$ cat src/rtl/pc_gen_pkg.sv
// Shared definitions for the program-counter generator: reset and chip-enable
// levels, the default instruction address width, and the fetch state encoding.
package pc_gen_pkg;

    localparam logic RST_ENABLE   = 1'b1;
    localparam logic CHIP_ENABLE  = 1'b1;
    localparam logic CHIP_DISABLE = 1'b0;

    localparam int INST_ADDR_W = 32;

    typedef enum logic [1:0] {
        IDLE = 2'd0,
        RUN  = 2'd1,
        HALT = 2'd2
    } pc_state_t;

endpackage

$ cat src/rtl/pc_gen.sv
// Program-counter generator for the instruction fetch stage. Holds the fetch
// address, advances it on each accepted fetch, follows branch/jump redirects
// and parks in HALT on a halt request or a misaligned redirect target.
module pc_gen
    import pc_gen_pkg::*;
#(
    parameter int                ADDR_W     = INST_ADDR_W,
    parameter int                INST_BYTES = 4,
    parameter logic [ADDR_W-1:0] RESET_VEC  = '0
) (
    input  logic              clk,
    input  logic              rst,
    input  logic              stall,
    input  logic              halt,
    input  logic              redir_valid,
    input  logic [ADDR_W-1:0] redir_target,
    input  logic              fetch_ready,
    output logic [ADDR_W-1:0] pc,
    output logic              ce,
    output logic              fetch_valid,
    output logic              misalign_err
);

    localparam int ALIGN_W = $clog2(INST_BYTES);
    localparam logic [ADDR_W-1:0] PC_STEP = ADDR_W'(INST_BYTES);

    pc_state_t         state;
    pc_state_t         state_next;
    logic [ADDR_W-1:0] pc_next;
    logic              ce_next;
    logic              err_next;
    logic              target_aligned;
    logic              handshake;

    assign fetch_valid    = (state == RUN) && !stall;
    assign handshake      = fetch_valid && fetch_ready;
    assign target_aligned = (redir_target[ALIGN_W-1:0] == '0);

    // Next-state and next-PC selection: redirect beats halt, halt beats an
    // accepted fetch, and anything else holds the current PC.
    always_comb begin
        state_next = state;
        pc_next    = pc;
        ce_next    = ce;
        err_next   = 1'b0;
        case (state)
            IDLE: begin
                state_next = RUN;
                ce_next    = CHIP_ENABLE;
            end
            RUN, HALT: begin
                ce_next = CHIP_ENABLE;
                if (redir_valid) begin
                    if (target_aligned) begin
                        pc_next    = redir_target;
                        state_next = RUN;
                    end else begin
                        err_next   = 1'b1;
                        state_next = HALT;
                    end
                end else if (halt && (state == RUN)) begin
                    state_next = HALT;
                end else if (handshake) begin
                    pc_next = pc + PC_STEP;
                end
            end
            default: begin
                state_next = IDLE;
                ce_next    = CHIP_DISABLE;
            end
        endcase
    end

    // Single register stage for pc, ce, state and the error pulse; reset wins
    // over every other input on the same edge.
    always_ff @(posedge clk) begin
        if (rst == RST_ENABLE) begin
            pc           <= RESET_VEC;
            ce           <= CHIP_DISABLE;
            state        <= IDLE;
            misalign_err <= 1'b0;
        end else begin
            pc           <= pc_next;
            ce           <= ce_next;
            state        <= state_next;
            misalign_err <= err_next;
        end
    end

endmodule

$ cat config.mk
export PLATFORM = sky130hd
export DESIGN_NAME = pc_gen
export DESIGN_NICKNAME = d
export VERILOG_FILES = /design/src/rtl/pc_gen_pkg.sv /design/src/rtl/pc_gen.sv
export SDC_FILE = /design/constraint.sdc
export NUM_CORES = 1
export LEC_CHECK = 0
export ABC_AREA = 1
export BUFFER_PORTS_ARGS = -buffer_cell sky130_fd_sc_hd__buf_2
export CAP_MARGIN = 0
export CORE_MARGIN = 2
export CORE_UTILIZATION = 50
export DETAILED_ROUTE_END_ITERATION = 10
export PLACE_DENSITY = 0.76
export SYNTH_ARGS = -nofsm -noshare
export SYNTH_HDL_FRONTEND = slang
export SYNTH_SLANG_ARGS = --single-unit
$ cat constraint.sdc
create_clock -name clk -period 2.3 [get_ports clk]
set_input_delay 0.23 -clock clk [delete_from_list [all_inputs] [get_ports clk]]
set_output_delay 0.23 -clock clk [all_outputs]
set_load 0.005 [all_outputs]
**Yosys cells after proc, flatten, opt, wreduce, memory -nomap -nowiden**

Cells that the tools add are included.

- Word-level logic and storage cells: 33
- Register bits after elaboration: 36
- Output and inout bits: 35

- Equal/unequal tests: 5
- Multiplexer cells: 10
- $add $sub $neg: 1
- Bitwise gates (word level): 2
- Reductions and logical operators: 11

Operators by type and width:

| kind | count |
|---|---|
| $mux W32 | 4 |
| $add A32 B3 Y32 const B | 1 |
| $mux W2 | 3 |
| $reduce_or A3 Y1 | 2 |
| $logic_not A2 Y1 | 2 |
| $pmux W2 S2 | 1 |
| $reduce_and A4 Y1 | 1 |
| $logic_and A1 B1 Y1 | 3 |
| $ne A3 B3 Y1 const B | 1 |
| $eq A2 B1 Y1 const B | 1 |
| $eq A2 B2 Y1 const B | 1 |
| $mux W1 | 2 |
| $ne A2 B1 Y1 const B | 1 |
| $ne A2 B2 Y1 const B | 1 |
| $not A1 Y1 | 2 |
| $reduce_bool A2 Y1 | 1 |
| $reduce_or A2 Y1 | 1 |
| $logic_not A1 Y1 | 1 |

**Longest topological paths before layout**

- Word-level depth: 6
- Mapped depth: 12
- Depth with buffers taken out: 11

**Least setup slack after synthesis**

No wires, ideal clock.

- Kind: reg2reg
- Start: register state[0]
- End: register pc[9]
- Cell stages (with the launch flop): 9
- Clock period less this slack: 1570 ps
- Slack: 730 ps
- Arrival time: 1438 ps
- Required time: 2168 ps
- Cells stage by stage: dfxtp_1 inv_1 ha_1 nand3_1 nand2_2 nand2_4 buf_2 o21ai_0 a21oi_1

- Longest elaborated chain between the ends: 5

Ends and longest elaborated chain:

| element | line | text |
|---|---|---|
| start: declaration | pc_gen.sv:27 | `pc_state_t state;` |
| start signal: assignment | pc_gen.sv:85 | `state <= state_next;` |
| $eq A2 B1 Y1 | pc_gen.sv:35, pc_gen.sv:46, pc_gen.sv:61 |  |
| $logic_and A1 B1 Y1 | pc_gen.sv:35 | `assign fetch_valid = (state == RUN) && !stall;` |
| $logic_and A1 B1 Y1 | pc_gen.sv:36 | `assign handshake = fetch_valid && fetch_ready;` |
| $reduce_bool A2 Y1 (no line) | -- |  |
| $reduce_and A4 Y1 (no line) * | -- |  |
| end signal: assignment | pc_gen.sv:83 | `pc <= pc_next;` |
| end: declaration | pc_gen.sv:18 | `output logic [ADDR_W-1:0] pc,` |

Every way passes the cells marked *; elsewhere a longest branch is shown, timed or not.
A chain may end at the register's enable or synchronous reset.

**Final worst setup path**

- Start: register state[0]
- End: register pc[13]

Same word-level chain as after synthesis.

==> metrics.md <==
| Metric | Value |
|---|---|
| Result of the run | finished, final reports clean |
| Initial cell density of the core | 0.5258 |
| Setup TNS | 0 ns |
| Cell types occupying the most area after synthesis | sky130_fd_sc_hd__dfxtp_1 (29%), sky130_fd_sc_hd__nand2_1 (20%), sky130_fd_sc_hd__nor2_1 (10%) |
| Count of unique library cells instantiated by Yosys | 30 |
| Via count of the first global-routing pass | 2610 |
| Beginning of the worst hold path | redir_target[1] |
| Floorplan Core Area | 4786 um^2 |
| Nature of the critical path startpoint | flop |
| Design Power | 1.878 mW |
| Total global routing overflow | 0 |
| Remaining max-slew budget at the tightest pin | 0.7973 |
| Hold buffer count at cts | 0 |
| Wire length of the first global-routing pass | 11310 um |
| Number of instances in the synthesized netlist | 426 |
| Path type of the worst min-delay path | input port to flop |
| Pin count of the biggest net entering global routing | 28 |
| Per-cell routed wire length | 11.88 um |
| Clk_lat worst skew | 0.29 ns |
| Count of buffering cells on the critical path with inverters included | 2 |
| Pin slew with the least headroom to its limit | 0.3037 ns |
| Instance area after placement | 2904 um^2 |
| Netlist Area Pre-Place | 2516 um^2 |
| Post-synthesis adder-cell area fraction | 0.02486 |
| Largest incremental delay on the critical path | 0.39 ns |
| Setup CP Type | flop to flop |
| Seq/Total Area, Yosys | 0.2864 |
| Total number of vias | 2852 |
| Number of buffer cells added on primary ports | 72 |
| RD Place Congestion | 0.8764 |
| Cell with the biggest individual delay on the critical path | sky130_fd_sc_hd__dfxtp_1 |
| Layout fillers | 482 |
| Average cell area after synthesis | 5.906 um^2 |
| Arrival @ worst endpoint | 1.96 ns |
| Dominant combinational cell family by area after synthesis | simple AND/OR/NAND/NOR gates |
| Clock tree from TritonCTS | built |
| Clock root buffer | sky130_fd_sc_hd__clkbuf_8 |
| Global Route Usage Sum | 0.2579 |
| Yosys top cell area share | 0.2864 |
| Count of inserted antenna diode cells | 0 |
| Area growth syn-to-layout | 19.24% |
| Critical path's top delay family | simple AND/OR/NAND/NOR gates |
| Post-DR vias/cell | 5.084 |
| Flops & latches, synth | 36 |
| Number of max-capacitance violations reported | 0 |
| Io pins | 73 |
| Proportion of synthesized flip-flops having asynchronous set or reset | 0 |
| Number of cell rows | 25 |
| Post-route fraction of the period consumed by the critical path | 0.7749 |
| Fin util | 0.6269 |
| Origin of the worst setup path | state[0] |
| Antenna violations before repair | 0 |
| Final-stage net count | 537 |
| Cells resized by post-CTS repair | 0 |
| Number of hold violations in the final report | 0 |
| Post-layout instance area | 3000 um^2 |
| Largest fanout on the critical path | 27 |
| Fraction of the mapped netlist area in compound gates | 0.1517 |
| Placed wire-length estimate after detailed placement | 5101 um |
| Total number of clock tree sinks | 36 |
| Fraction of the mapped netlist area in simple logic gates | 0.4500 |
| Multiplexer share of the synthesized area | 0 |
| Layout cell share with drive strength beyond 1 | 0.2146 |
| DIE HEIGHT | 74.94 um |
| Number of search-and-repair iterations in the first detailed-routing pass | 4 |
| Setup violations, final | 0 |
| Longest Clk Path Bufs | 2 |
| Clk pin slew, worst setup/hold paths | 0.08 ns |
| Static Leak | 1.238 nW |
| X dimension of the die | 74.94 um |
| Power per cell area | 626.1 nW/um^2 |
| FMAX | 561.1 MHz |
| Final max-slew violation count | 0 |
| Worst Skew | 0.01231 ns |
| Xor and xnor fraction of the mapped netlist area | 0 |
| Worst Path Required | 2.48 ns |
| Number of buffers created by CTS | 5 |
| Peak ir drop on the vdd network | 0.5068 mV |
| Post-CTS setup repair buffer count | 0 |
| Commonest cells post-synth | sky130_fd_sc_hd__nand2_1 (137), sky130_fd_sc_hd__nor2_1 (70), sky130_fd_sc_hd__a21oi_1 (36), sky130_fd_sc_hd__dfxtp_1 (36), sky130_fd_sc_hd__inv_1 (31) |
| Mapped Nets | 469 |
| CTS H-tree lvls | 2 |
| Die ar. | 5616 um^2 |
| Synth warn | 0 |
| DRC violation total after the first TritonRoute iteration | 195 |
| Reg2Reg Launch Point | state[0] |
| Wirelength, routed | 6662 um |
| Time the worst path needs with I/O delays and setup | 1.782 ns |
| Most numerous cell in the Yosys netlist | sky130_fd_sc_hd__nand2_1 |
| Cell Chain, Critical Path | inv_1 -> ha_1 -> nand3_1 -> nand2_2 -> nand2_4 -> inv_4 -> o21ai_0 -> nand2_1 -> a21oi_1 |
| Dominant cell type by area after synthesis | sky130_fd_sc_hd__dfxtp_1 |
| RSZ-0062 raised after global routing | false |
| Final antenna-violating net count | 0 |
| Number of synthesized flops with an enable pin | 0 |
| DRC | 0 |
| Worst setup EP type | flop |
| Predominant post-synthesis flop cell | sky130_fd_sc_hd__dfxtp_1 |
| Register-to-register path setup slack | 0.52 ns |
==> routing by layer <==
| layer | GRT usage | vias to the layer above | part of all wire |
|---|---|---|---|
| met5 | 0 | - | 0 |
| met4 | 0.09524 | 0 | 0.012 |
| met3 | 0.04284 | 7 | 0.051 |
| met2 | 0.4298 | 82 | 0.48 |
| met1 | 0.3353 | 1269 | 0.46 |
| li1 | - | 1494 | - |
==> worst reg2reg max path: cells and delay by family, from the launching register on <==
kind / cells / cell delay, ns
AO/OA/AOI/OAI: 2 / 0.19
adder cells (fa/ha/maj): 1 / 0.37
buffers and inverters: 2 / 0.29
flip-flops: 1 / 0.39
AND/OR/NAND/NOR: 4 / 0.45
==> cell usage in the layout (no fill, tap or decap), types with 4 or more instances in the layout <==
cell type | synthesis | routed
sky130_fd_sc_hd__a21oi_1 | 36 | 36
sky130_fd_sc_hd__buf_2 | 3 | 72
sky130_fd_sc_hd__buf_4 | 1 | 4
sky130_fd_sc_hd__clkbuf_8 | 0 | 7
sky130_fd_sc_hd__dfxtp_1 | 36 | 36
sky130_fd_sc_hd__ha_1 | 5 | 5
sky130_fd_sc_hd__inv_1 | 31 | 31
sky130_fd_sc_hd__nand2_1 | 137 | 137
sky130_fd_sc_hd__nand2_2 | 4 | 4
sky130_fd_sc_hd__nand3_1 | 29 | 29
sky130_fd_sc_hd__nor2_1 | 70 | 70
sky130_fd_sc_hd__nor2_2 | 10 | 10
sky130_fd_sc_hd__o21ai_0 | 25 | 25
==> report_power, final <==
group / internal [mW] / leakage [nW] / switching (mW)
Sequential: 0.709 / 0.292 / 0.105
Clock: 0.267 / 0.0503 / 0.230
Combinational: 0.231 / 0.895 / 0.337
==> path summary, 6_finish.rpt <==
kind	to	cells past startpoint
worst min-delay path	misalign_err	3
worst max register to register	pc[13]	9
worst max-delay path	pc[13]	9
worst min register to register	pc[0]	2
==> flip-flops by register name (all words and copies together) (netlist names) <==
register / flops
state: 2
ce: 1
pc: 32
misalign_err: 1
==> through the flow <==
step | setup WS, ns | instances | hold slack [ns]
floorplan | 0.7303 | 426 | 0.3815
global placement | 0.5745 | 554 | 0.4305
detailed placement | 0.5076 | 554 | 0.4433
CTS | 0.4931 | 561 | 0.1922
global route | 0.3103 | 561 | 0.2245
finish | 0.5176 | 561 | 0.1940
==> cells by family (layout without fill, tap and decap cells) <==
| kind of cell | count (synthesis) | after routing |
|---|---|---|
| simple gates | 264 | 264 |
| compound gates | 72 | 72 |
| buf+inv | 49 | 117 |
| flops | 36 | 36 |
| fa+ha+maj | 5 | 5 |
==> area by class of cell <==
type	count	area [um^2]	share of cell area
Sequential cell	36	720.7	0.2402
Clock buffer	7	96.34	0.03211
Inverter	34	132.6	0.04420
Tap cell	67	83.83	0.02794
Timing Repair Buffer	76	390.4	0.1301
Multi-Input combinational cell	341	1577	0.5254
Power figures use the tool's default switching activity.
